### config.mk
export PLATFORM = sky130hd
export DESIGN_NAME = run_ctrl_flat
export DESIGN_NICKNAME = d
export VERILOG_FILES = /design/src/rtl/run_ctrl_if.sv /design/src/rtl/run_ctrl.sv /design/src/flat_wrapper.sv
export SDC_FILE = /design/constraint.sdc
export NUM_CORES = 1
export LEC_CHECK = 0
export CORE_ASPECT_RATIO = 0.5
export CORE_MARGIN = 2
export CORE_UTILIZATION = 50
export CTS_CLUSTER_DIAMETER = 50
export DETAILED_ROUTE_END_ITERATION = 8
export DONT_BUFFER_PORTS = 1
export PLACE_DENSITY = 0.73
export SLEW_MARGIN = 0
export SYNTH_ARGS = -nofsm -noshare
export SYNTH_HDL_FRONTEND = slang
export SYNTH_SLANG_ARGS = --single-unit
### constraint.sdc
create_clock -name clk -period 5.07 [get_ports clk]
set_input_delay 1.014 -clock clk [delete_from_list [all_inputs] [get_ports clk]]
set_output_delay 1.014 -clock clk [all_outputs]
set_load 0.05 [all_outputs]
### src/rtl/run_ctrl_if.sv
// Launch/complete handshake and status counters between run_ctrl and the datapath.
// run_ctrl drives through the master modport; the datapath side uses slave.
interface run_ctrl_if #(
  parameter int NSINK = 3
);
  localparam int CHW = (NSINK > 1) ? $clog2(NSINK) : 1;

  logic           enable;
  logic           sink_eop;
  logic           source_start;
  logic [CHW-1:0] source_chan;
  logic           busy;
  logic [15:0]    run_cnt;
  logic [7:0]     overrun_cnt;
  logic [7:0]     timeout_cnt;

  modport master (
    input  enable, sink_eop,
    output source_start, source_chan, busy, run_cnt, overrun_cnt, timeout_cnt
  );

  modport slave (
    output enable, sink_eop,
    input  source_start, source_chan, busy, run_cnt, overrun_cnt, timeout_cnt
  );
endinterface

### src/rtl/run_ctrl.sv
// Periodic run launcher: round-robin channel sequencing, overrun/timeout accounting.
// Define RUN_CTRL_TIMEOUT_EN to compile in the in-flight watchdog.
module run_ctrl #(
  parameter int NSINK   = 3,
  parameter int TICKS   = 4096,
  parameter int TIMEOUT = 8192
) (
  input  logic          clk,
  input  logic          reset,
  run_ctrl_if.master    bus
);
  localparam int CHW = (NSINK > 1) ? $clog2(NSINK) : 1;
  localparam int CW  = $clog2(TICKS);

  if (TICKS < 4 || TIMEOUT < 1) begin : g_bad_cfg
    $error("run_ctrl: TICKS must be >= 4 and TIMEOUT >= 1");
  end

  typedef enum logic {IDLE, BUSY} state_t;

  state_t         state, state_nxt;
  logic [CW-1:0]  cnt;
  logic           tick;
  logic           launch, run_inc, ovr_inc, wd_expired;
  logic           start_q;
  logic [CHW-1:0] chan_q;
  logic [15:0]    run_q;
  logic [7:0]     ovr_q;

  assign tick = bus.enable && (cnt == CW'(TICKS - 1));

  // NOTE: sequential state uses non-blocking (<=) so every flop samples pre-edge values.
  always_ff @(posedge clk) begin
    if (reset || !bus.enable || cnt == CW'(TICKS - 1)) cnt <= '0;
    else                                               cnt <= cnt + CW'(1);
  end

  always_ff @(posedge clk) begin
    if (reset) state <= IDLE;
    else       state <= state_nxt;
  end

  // NOTE: every output gets a default first, so no path can infer a latch.
  always_comb begin
    state_nxt = state;
    launch    = 1'b0;
    run_inc   = 1'b0;
    ovr_inc   = 1'b0;
    case (state)
      IDLE: begin
        if (tick) begin
          launch    = 1'b1;
          state_nxt = BUSY;
        end
      end
      BUSY: begin
        // A run ending (normally or by watchdog) on a tick hands straight over to the next run.
        if (bus.sink_eop || wd_expired) begin
          run_inc = bus.sink_eop;
          launch  = tick;
          if (!tick) state_nxt = IDLE;
        end else if (tick) begin
          ovr_inc = 1'b1;
        end
      end
    endcase
  end

  always_ff @(posedge clk) begin
    if (reset) begin
      start_q <= 1'b0;
      chan_q  <= '0;
      run_q   <= '0;
      ovr_q   <= '0;
    end else begin
      start_q <= launch;
      if (launch) chan_q <= (chan_q == CHW'(NSINK - 1)) ? '0 : chan_q + CHW'(1);
      if (run_inc) run_q <= run_q + 16'd1;
      if (ovr_inc && ovr_q != 8'hFF) ovr_q <= ovr_q + 8'd1;
    end
  end

`ifdef RUN_CTRL_TIMEOUT_EN
  localparam int WW = $clog2(TIMEOUT + 1);

  logic [WW-1:0] wd;
  logic [7:0]    to_q;

  always_ff @(posedge clk) begin
    if (reset || launch)     wd <= '0;
    else if (state == BUSY)  wd <= wd + WW'(1);
  end

  // wd counts the start cycle as zero, so the TIMEOUT-th busy cycle is the last one.
  assign wd_expired = (state == BUSY) && (wd == WW'(TIMEOUT - 1));

  always_ff @(posedge clk) begin
    if (reset) to_q <= '0;
    else if (wd_expired && !bus.sink_eop && to_q != 8'hFF) to_q <= to_q + 8'd1;
  end

  assign bus.timeout_cnt = to_q;
`else
  assign wd_expired      = 1'b0;
  assign bus.timeout_cnt = '0;
`endif

  assign bus.source_start = start_q;
  assign bus.source_chan  = chan_q;
  assign bus.busy         = (state == BUSY);
  assign bus.run_cnt      = run_q;
  assign bus.overrun_cnt  = ovr_q;
endmodule

### src/flat_wrapper.sv
// flat-port wrapper written by rule: the top's interface ports become plain ports
module run_ctrl_flat 
#(
  parameter int NSINK   = 3,
  parameter int TICKS   = 4096,
  parameter int TIMEOUT = 8192
)
  (clk, reset, bus_enable, bus_sink_eop, bus_source_start, bus_source_chan, bus_busy, bus_run_cnt, bus_overrun_cnt, bus_timeout_cnt);
  run_ctrl_if #(.NSINK(NSINK)) bus_i ();
  input  logic clk;
  input  logic reset;
  input wire logic [$bits(bus_i.enable)-1:0] bus_enable;
  input wire logic [$bits(bus_i.sink_eop)-1:0] bus_sink_eop;
  output wire logic [$bits(bus_i.source_start)-1:0] bus_source_start;
  output wire logic [$bits(bus_i.source_chan)-1:0] bus_source_chan;
  output wire logic [$bits(bus_i.busy)-1:0] bus_busy;
  output wire logic [$bits(bus_i.run_cnt)-1:0] bus_run_cnt;
  output wire logic [$bits(bus_i.overrun_cnt)-1:0] bus_overrun_cnt;
  output wire logic [$bits(bus_i.timeout_cnt)-1:0] bus_timeout_cnt;
  assign bus_i.enable = bus_enable;
  assign bus_i.sink_eop = bus_sink_eop;
  assign bus_source_start = bus_i.source_start;
  assign bus_source_chan = bus_i.source_chan;
  assign bus_busy = bus_i.busy;
  assign bus_run_cnt = bus_i.run_cnt;
  assign bus_overrun_cnt = bus_i.overrun_cnt;
  assign bus_timeout_cnt = bus_i.timeout_cnt;
  run_ctrl #(.NSINK(NSINK), .TICKS(TICKS), .TIMEOUT(TIMEOUT)) u_core (.clk(clk), .reset(reset), .bus(bus_i));
endmodule
==> flow_summary.json, run 1 <==
{
  "crit_type": "reg -> reg",
  "power_uw": 583,
  "clock-sinks": 40,
  "rsz0062_at_grt": "false",
  "htree_levels": 2,
  "reg2reg_depth": 5,
  "place.detailed.hpwl_mm": 2.37,
  "hold_depth": 1,
  "p_leak_uw": 0.000620,
  "path_max_fanout": 14,
  "drtIter0Drc": 46,
  "synth-compound-area-share_pct": 9.75,
  "ys_warn_count": 0,
  "wl_met2_mm": 1.52,
  "cap_violations": 0,
  "min_period_ns": 2.70,
  "grt_pass1_wl_mm": 5.21,
  "synth_ff_type": "dfxtp_1",
  "yosysMostFrequentCell": "dfxtp_1",
  "postSynthCellCount": 211,
  "grt_pass1_vias": 1139,
  "fillers": 328,
  "rows": 15,
  "seq_area_um2": 801,
  "synthesis.area_um2": 1870,
  "die_h_um": 47.3,
  "layout.cells.non_filler": 262,
  "synthSimpleGateAreaFrac_pct": 28.2,
  "drv_slew": 0,
  "drc_errors": 0,
  "top_layer": "met4",
  "start_util_pct": 53.4,
  "num_vias": 1442,
  "fin_nets": 217,
  "syn_to_final_growth_pct": 4.21,
  "worst_slew_pin_slew_ns": 1.21,
  "synth_commonest_cells": "dfxtp_1, nor2_1, a21oi_1",
  "dieArea_um2": 4280,
  "syn_area_per_cell_um2": 8.88,
  "synth_top_cell_area_share_pct": 42.7,
  "synthArstFlopShare_pct": 0,
  "ys_seq_area_share_pct": 42.7,
  "startpoint_type": "flop",
  "dp_cells": 254,
  "synthAdderAreaFrac_pct": 2.00,
  "clk_latency_ns": 0.29,
  "setup_viol_count_final": 0,
  "ioPinCount": 40,
  "cts_tree": "done",
  "clockRootBuffer": "clkbuf_8",
  "wl_met3_um": 234,
  "hold_viol_final": 0,
  "die_w_um": 90.6,
  "antenna_cells": 0,
  "ys_ff_latch": 40,
  "finalCritPeriodShare_pct": 53.3,
  "drt-met1-wl_mm": 1.59,
  "cts_buffer_depth": 2,
  "post_cts_buffers": 0,
  "fin_ws_ns": 2.37,
  "gp_congestion": 0.819,
  "routed_wirelength_mm": 3.39,
  "synth_mux_area_share_pct": 0.601,
  "path_clk_slew_ns": 0.07,
  "outcome": "finished, final reports clean",
  "hold_class": "reg -> reg",
  "synth_top_family_by_area": "simple AND/OR/NAND/NOR gates",
  "crit_arrival_ns": 2.87,
  "cts_resized": 0,
  "synth_cell_type_count": 36,
  "layout-drive-gt1-share_pct": 5.21,
  "finalSetupTns_ns": 0,
  "synth_area_leaders": "dfxtp_1, nor2_1, xor2_1, a21oi_1, xnor2_1",
  "multiInputGateArea_um2": 966,
  "first_pass_iters": 4,
  "antenna_found_initial": 0,
  "power_density_nw_per_um2": 299,
  "end_kind": "flop",
  "synth-edff-count": 0,
  "pre_cts_ws_ns": 2.44,
  "core-area_um2": 3510,
  "grtUsageTotal_pct": 15.7,
  "grt_max_degree": 31,
  "synthXorXnorAreaFrac_pct": 9.35,
  "worst_clock_skew_ns": 0.00948,
  "postCtsHoldBufs": 0,
  "cp.required_ns": 5.24,
  "cts_inserted_buffers": 5,
  "relSlewSlack_pct": 18.6,
  "yosysTopAreaCell": "dfxtp_1",
  "ir_worst_vdd_uv": 129,
  "ant_nets": 0,
  "via_per_inst": 5.50,
  "overflow": 0,
  "io_buffers": 0,
  "clock.fmax_mhz": 370,
  "wl_per_cell_um": 12.9
}
-- power by group --
part,internal [uW],total (uW),switching (uW)
combinational,1.22,16.2,15.0
sequential,315,315,0.713
clock,146,252,106
total,462,583,121
-- path summary, 6_finish.rpt --
check | from | endpoint | slack [ns]
setup / recovery | u_core.bus.overrun_cnt[0]$_SDFFE_PP0P_ | u_core.bus.overrun_cnt[7]$_SDFFE_PP0P_ | 2.37
hold / removal | u_core.cnt[0]$_SDFF_PP0_ | u_core.cnt[0]$_SDFF_PP0_ | 0.47
setup reg to reg | u_core.bus.overrun_cnt[0]$_SDFFE_PP0P_ | u_core.bus.overrun_cnt[7]$_SDFFE_PP0P_ | 2.37
hold reg to reg | u_core.cnt[0]$_SDFF_PP0_ | u_core.cnt[0]$_SDFF_PP0_ | 0.47
-- metal layers --
layer	GRT usage, %	vias up
li1	-	739
met1	18.8	664
met2	26.1	34
met3	7.70	5
met4	4.62	0
met5	0	-
-- placed cells by master, fill, tap and decap left out, types with 2 or more instances in the layout --
cell,count
xnor2_1,8
ha_1,3
clkbuf_8,5
nand4_1,7
nand3_1,12
inv_1,4
conb_1,8
or3_1,4
o31ai_1,6
nor2_1,28
nor4_1,5
a21oi_1,16
nor3_1,2
and4_1,4
nand2_1,15
o21ai_0,8
or4_1,8
dfxtp_1,40
xor2_1,12
-- sequential cells by signal (all words and copies together), names as in the netlist --
| name | cells |
|---|---|
| u_core.bus.busy | 1 |
| u_core.cnt | 12 |
| u_core.bus.overrun_cnt | 8 |
| u_core.bus.run_cnt | 16 |
| u_core.bus.source_chan | 2 |
| u_core.bus.source_start | 1 |
-- area by class of cell --
type	count	share of cell area, %
Clock buffer	6	3.72
Clock inverter	2	1.79
Inverter	4	0.769
Multi-Input combinational cell	159	49.5
Sequential cell	40	41.0
Tap cell	51	3.27
-- metrics by stage --
step	hold WS, ns	instance area (um2)	util, %
floorplan	0.430	1900	-
finish	0.470	1950	55.7
detailed placement	0.455	1850	52.6
global route	0.512	1950	55.7
CTS	0.471	1950	55.7
global placement	0.445	1850	52.6
-- critical path, cell delays in order (launching register included) --
cell and delay [ns]:
dfxtp_1 0.70, ha_1 0.32, nand3_1 0.10, o21ai_0 0.97
nor4_1 0.15, mux2_1 0.35
-- cell families (layout without fill, tap and decap cells) --
family          count (synthesis)  count (layout)
flops                          40              40
fa+ha+maj                       3               3
other cells                     1               8
xor+xnor                       20              20
mux                             1               1
buf+inv                        19              12
simple gates                   95              95
compound gates                 32              32
No activity file was read; power rests on OpenSTA's default activity.
==> run 2, diff against run 1 <==
- PLACE_DENSITY: 0.73 -> 0.76
- clock period: 5.07 -> 2.2 ns (I/O delays scaled with it)
==> run 2 against run 1 <==
  * Setup slack got worse by 2.2 ns
  * Non-clock buffer count increased by 30
  * Cell count increased by 11%
  * Clock skew decreased by 0.0028 ns
  * Clock-buffer cell count unchanged
  * Total power increased by 130%
  * Critical path depth increased by 1
  * Sequential power increased by 130%
  * Via count increased by 10%
  * Wire length increased by 10%
==> flow_summary.json, run 2 (synthesis results as in run 1) <==
{
  "outcome": "finished, final reports clean",
  "num_vias": 1586,
  "p_comb_share_pct": 3.1,
  "fillers": 293,
  "clockPowerShare_pct": 43.6,
  "io_buffers": 0,
  "routed_wirelength_mm": 3.73,
  "cts_buffer_depth": 2,
  "drv_slew": 0,
  "path_cells": "ha_1, nand4_4, or4_4, buf_4, or4_1, a21oi_1",
  "finalSetupTns_ns": 0,
  "final_cell_mix": "dfxtp_1, buf_4, nor2_1",
  "worst_clock_skew_ns": 0.00667,
  "crit_arrival_ns": 2.28,
  "ir_worst_vdd_uv": 254,
  "crit_type": "reg -> reg",
  "drc_errors": 0,
  "grt_pass1_vias": 1428,
  "finalCritPeriodShare_pct": 93.1,
  "clock-sinks": 40,
  "clockRootBuffer": "clkbuf_8",
  "dp_cells": 284,
  "largest_reg_flops": 16,
  "layout.cells.non_filler": 292,
  "reg2reg_to": "u_core.bus.overrun_cnt[2]$_SDFFE_PP0P_",
  "wl_per_cell_um": 12.8,
  "mostFrequentLayoutCell": "dfxtp_1",
  "postCtsHoldBufs": 0,
  "die_h_um": 47.3,
  "rsz0062_at_grt": "false",
  "grt_max_degree": 31,
  "layout-drive-gt1-share_pct": 17.4,
  "switching_share_pct": 21.6,
  "htree_levels": 2,
  "clk_latency_ns": 0.30,
  "start_util_pct": 53.4,
  "hold_class": "in -> reg",
  "pre_cts_ws_ns": 0.0252,
  "startpoint_type": "flop",
  "ant_nets": 0,
  "p_switching_uw": 295,
  "reg2reg_depth": 6,
  "gp_congestion": 0.848,
  "min_period_ns": 2.05,
  "grtUsageTotal_pct": 18.5,
  "cp.required_ns": 2.43,
  "setup_viol_count_final": 0,
  "dieArea_um2": 4280,
  "first_pass_iters": 4,
  "p_leak_uw": 0.000777,
  "drtIter0Drc": 116,
  "postLayoutCoreUtil_pct": 62.2,
  "antenna_cells": 0,
  "core-area_um2": 3510,
  "path_max_fanout": 11,
  "syn_to_final_growth_pct": 16.4,
  "cts_inserted_buffers": 5,
  "slowest_stage": "or4_4",
  "worst_slew_pin_slew_ns": 0.662,
  "fin_ws_ns": 0.151,
  "path_clk_slew_ns": 0.08,
  "die_w_um": 90.6,
  "antenna_found_initial": 0,
  "via_per_inst": 5.43,
  "power_density_nw_per_um2": 625,
  "critPathCapture": "u_core.bus.overrun_cnt[2]$_SDFFE_PP0P_",
  "overflow": 0,
  "relSlewSlack_pct": 55.8,
  "p_int_uw": 1070,
  "cts_tree": "done",
  "grt_pass1_wl_mm": 6.11,
  "seqPwrFrac_pct": 53.3,
  "rows": 15,
  "cp-startpoint": "u_core.cnt[1]$_SDFF_PP0_",
  "critical_path.max_stage_delay_ns": 0.60,
  "clock.fmax_mhz": 488,
  "ioPinCount": 40,
  "fin_nets": 247,
  "hold_viol_final": 0,
  "rrSetupSlack_ns": 0.15,
  "place.detailed.hpwl_mm": 2.64,
  "rr_startpoint": "u_core.cnt[1]$_SDFF_PP0_",
  "cap_violations": 0,
  "end_kind": "flop"
}
==> run 2: worst min path at each step <==
stage | from | endpoint | cells after the start
6_report | reset | u_core.bus.overrun_cnt[4]$_SDFFE_PP0P_ | 1
5_1_grt | reset | u_core.bus.overrun_cnt[6]$_SDFFE_PP0P_ | 1
4_1_cts | reset | u_core.bus.overrun_cnt[3]$_SDFFE_PP0P_ | 1
3_5_place_dp | reset | u_core.bus.overrun_cnt[3]$_SDFFE_PP0P_ | 1
3_3_place_gp | u_core.cnt[0]$_SDFF_PP0_ | u_core.cnt[0]$_SDFF_PP0_ | 2
2_1_floorplan | u_core.cnt[0]$_SDFF_PP0_ | u_core.cnt[0]$_SDFF_PP0_ | 1
==> run 2: per-stage QoR <==
step | hold slack, ns | instance area, um2 | power [uW]
floorplan | 0.430 | 1900 | 800
global placement | 0.505 | 2070 | 785
detailed placement | 0.517 | 2070 | 785
CTS | 0.195 | 2180 | 1370
global route | 0.187 | 2180 | 1400
finish | 0.204 | 2180 | 1360
==> run 2: power by group through the flow <==
stage | registers, uW | clock network [uW] | logic [uW]
after global placement | 743 | 0 | 41.9
after detailed placement | 743 | 0 | 42.3
after global routing | 726 | 632 | 44.9
final | 726 | 594 | 42.6
after floorplan | 743 | 0 | 56.6
after CTS | 726 | 602 | 42.5
==> run 2: area by class of cell <==
cell class	instances	area, um2	share of cell area [%]
clock buffer	6	72.6	3.33
clock inverter	2	35.0	1.61
inverter	4	15.0	0.688
multi-input combinational	159	970	44.4
sequential	40	801	36.7
tap	51	63.8	2.92
timing repair buffer	30	225	10.3
==> run 2: worst max-delay path, delay by kind of cell (launching register included) <==
family | cells | cell delay (ns)
DFF | 1 | 0.35
adders and majority gates | 1 | 0.22
and+or+nand+nor | 3 | 1.10
buffers and inverters | 1 | 0.18
AOI/OAI and AO/OA | 1 | 0.14
==> run 2: routing by layer <==
metal	vias to the layer above	GRT usage, %	routed length (um)
met5	-	0	0
met4	0	6.46	60
met3	7	8.83	281
met2	45	33.9	1740
met1	741	19.8	1650
li1	793	-	-
==> run 2: timing repair <==
item / 4_1_cts / 5_1_grt
endpoints found under the setup margin: 0 / 6
setup buffers: 0 / 0
gates resized for setup: 0 / 1
==> run 3, diff against run 2 <==
- CTS_BUF_LIST: default -> sky130_fd_sc_hd__clkbuf_16
==> run 3 against run 2 <==
  * Clock-buffer cell count decreased by 1
  * Die area stayed put
  * Worst hold slack gained 0.021 ns
  * Highest routed layer unchanged
==> flow_summary.json, run 3 (synthesis results as in run 1) <==
{
  "outcome": "finished, final reports clean",
  "path_max_fanout": 11,
  "fin_ws_ns": 0.0990,
  "routed_wirelength_mm": 3.84,
  "syn_to_final_growth_pct": 19.4,
  "power_density_nw_per_um2": 703,
  "clock-sinks": 40,
  "dieArea_um2": 4280,
  "ant_nets": 0,
  "ir_worst_vdd_uv": 398,
  "overflow": 0,
  "ioPinCount": 40,
  "final_cell_mix": "dfxtp_1, buf_4, nor2_1",
  "clock.fmax_mhz": 476,
  "drt-met1-wl_mm": 1.66,
  "io_buffers": 0,
  "first_pass_iters": 4,
  "die_h_um": 47.3,
  "die_w_um": 90.6,
  "largest_reg_flops": 16,
  "top_layer": "met4",
  "layout-drive-gt1-share_pct": 17.4,
  "wl_met2_mm": 1.86,
  "clk_latency_ns": 0.28,
  "place.detailed.hpwl_mm": 2.64,
  "final_cell_area_um2": 2240,
  "end_kind": "flop",
  "cts_inserted_buffers": 5,
  "grt_pass1_vias": 1475,
  "cap_violations": 0,
  "hold_class": "in -> reg",
  "min_period_ns": 2.10,
  "mostFrequentLayoutCell": "dfxtp_1",
  "fin_nets": 247,
  "clockRootBuffer": "clkbuf_16",
  "htree_levels": 2,
  "wl_per_cell_um": 13.2,
  "finalSetupTns_ns": 0,
  "cp.required_ns": 2.36,
  "rows": 15,
  "postCtsHoldBufs": 0,
  "grt_pass1_wl_mm": 6.30,
  "p_leak_uw": 0.000806,
  "finalCritPeriodShare_pct": 95.5,
  "cts_buffer_depth": 2,
  "worst_slew_pin_slew_ns": 0.664,
  "place_area_um2": 2070,
  "hold_viol_final": 0,
  "slowest_stage": "or4_4",
  "wl_met3_um": 264,
  "antenna_found_initial": 0,
  "post_cts_buffers": 0,
  "core-area_um2": 3510,
  "grt_max_degree": 31,
  "cts_resized": 1,
  "antenna_cells": 0,
  "relSlewSlack_pct": 55.7,
  "pre_cts_ws_ns": 0.0252,
  "worst_clock_skew_ns": 0.00459,
  "start_util_pct": 53.4,
  "grtUsageTotal_pct": 19.1,
  "path_cells": "ha_1, nand4_4, or4_4, nor4_1, mux2_1",
  "num_vias": 1607,
  "drtIter0Drc": 80,
  "drv_slew": 0,
  "startpoint_type": "flop",
  "rsz0062_at_grt": "false",
  "critical_path.max_stage_delay_ns": 0.60,
  "cts_tree": "done",
  "drc_errors": 0,
  "setup_viol_count_final": 0,
  "gp_congestion": 0.848,
  "via_per_inst": 5.50,
  "crit_type": "reg -> reg",
  "crit_arrival_ns": 2.26,
  "path_clk_slew_ns": 0.06
}
run 3: cell count changes in the layout (fill, tap and decap cells not counted), sizes merged:
cell    change
clkbuf      -1
inv         +1
run 3: critical path, delay by kind of cell (launching register included):
family / cells / cell delay (ns)
simple gates: 3 / 1.05
mux: 1 / 0.37
flops: 1 / 0.34
fa+ha+maj: 1 / 0.22
run 3: area by class of cell:
type | count | area, um2
multi-input combinational | 159 | 970
clock buffer | 5 | 125
sequential | 40 | 801
inverter | 4 | 15.0
clock inverter | 3 | 38.8
tap | 51 | 63.8
fill | 282 | 1270
timing repair buffer | 30 | 225
run 3: power breakdown:
part           switching (uW)  internal, uW
combinational            36.2          6.55
clock                     276           528
sequential               1.05           726
total                     313          1260
run 3: final timing paths:
path                                                from                                endpoint  slack, ns  cells after the start
worst max-delay path            u_core.cnt[1]$_SDFF_PP0_  u_core.bus.overrun_cnt[7]$_SDFFE_PP0P_        0.1                      5
worst max register to register  u_core.cnt[1]$_SDFF_PP0_  u_core.bus.overrun_cnt[7]$_SDFFE_PP0P_        0.1                      5
worst min register to register  u_core.cnt[0]$_SDFF_PP0_                u_core.cnt[0]$_SDFF_PP0_       0.53                      2
worst min-delay path                               reset  u_core.bus.source_chan[1]$_SDFFE_PP0P_       0.22                      1
run 3: per-layer routing:
metal / track usage, % / vias up
li1: - / 792
met3: 8.19 / 4
met2: 34.9 / 43
met5: 0 / -
met4: 10.2 / 0
met1: 20.1 / 768
run 3: per-stage QoR:
stage          instances  hold WS [ns]  total power, uW  util, %
6_report             292         0.225             1570     63.8
5_1_grt              292         0.215             1620     63.8
4_1_cts              292         0.219             1590     63.8
3_5_place_dp         284         0.517              785     59.0
3_3_place_gp         284         0.505              785     59.0
2_1_floorplan        218         0.430              800        -
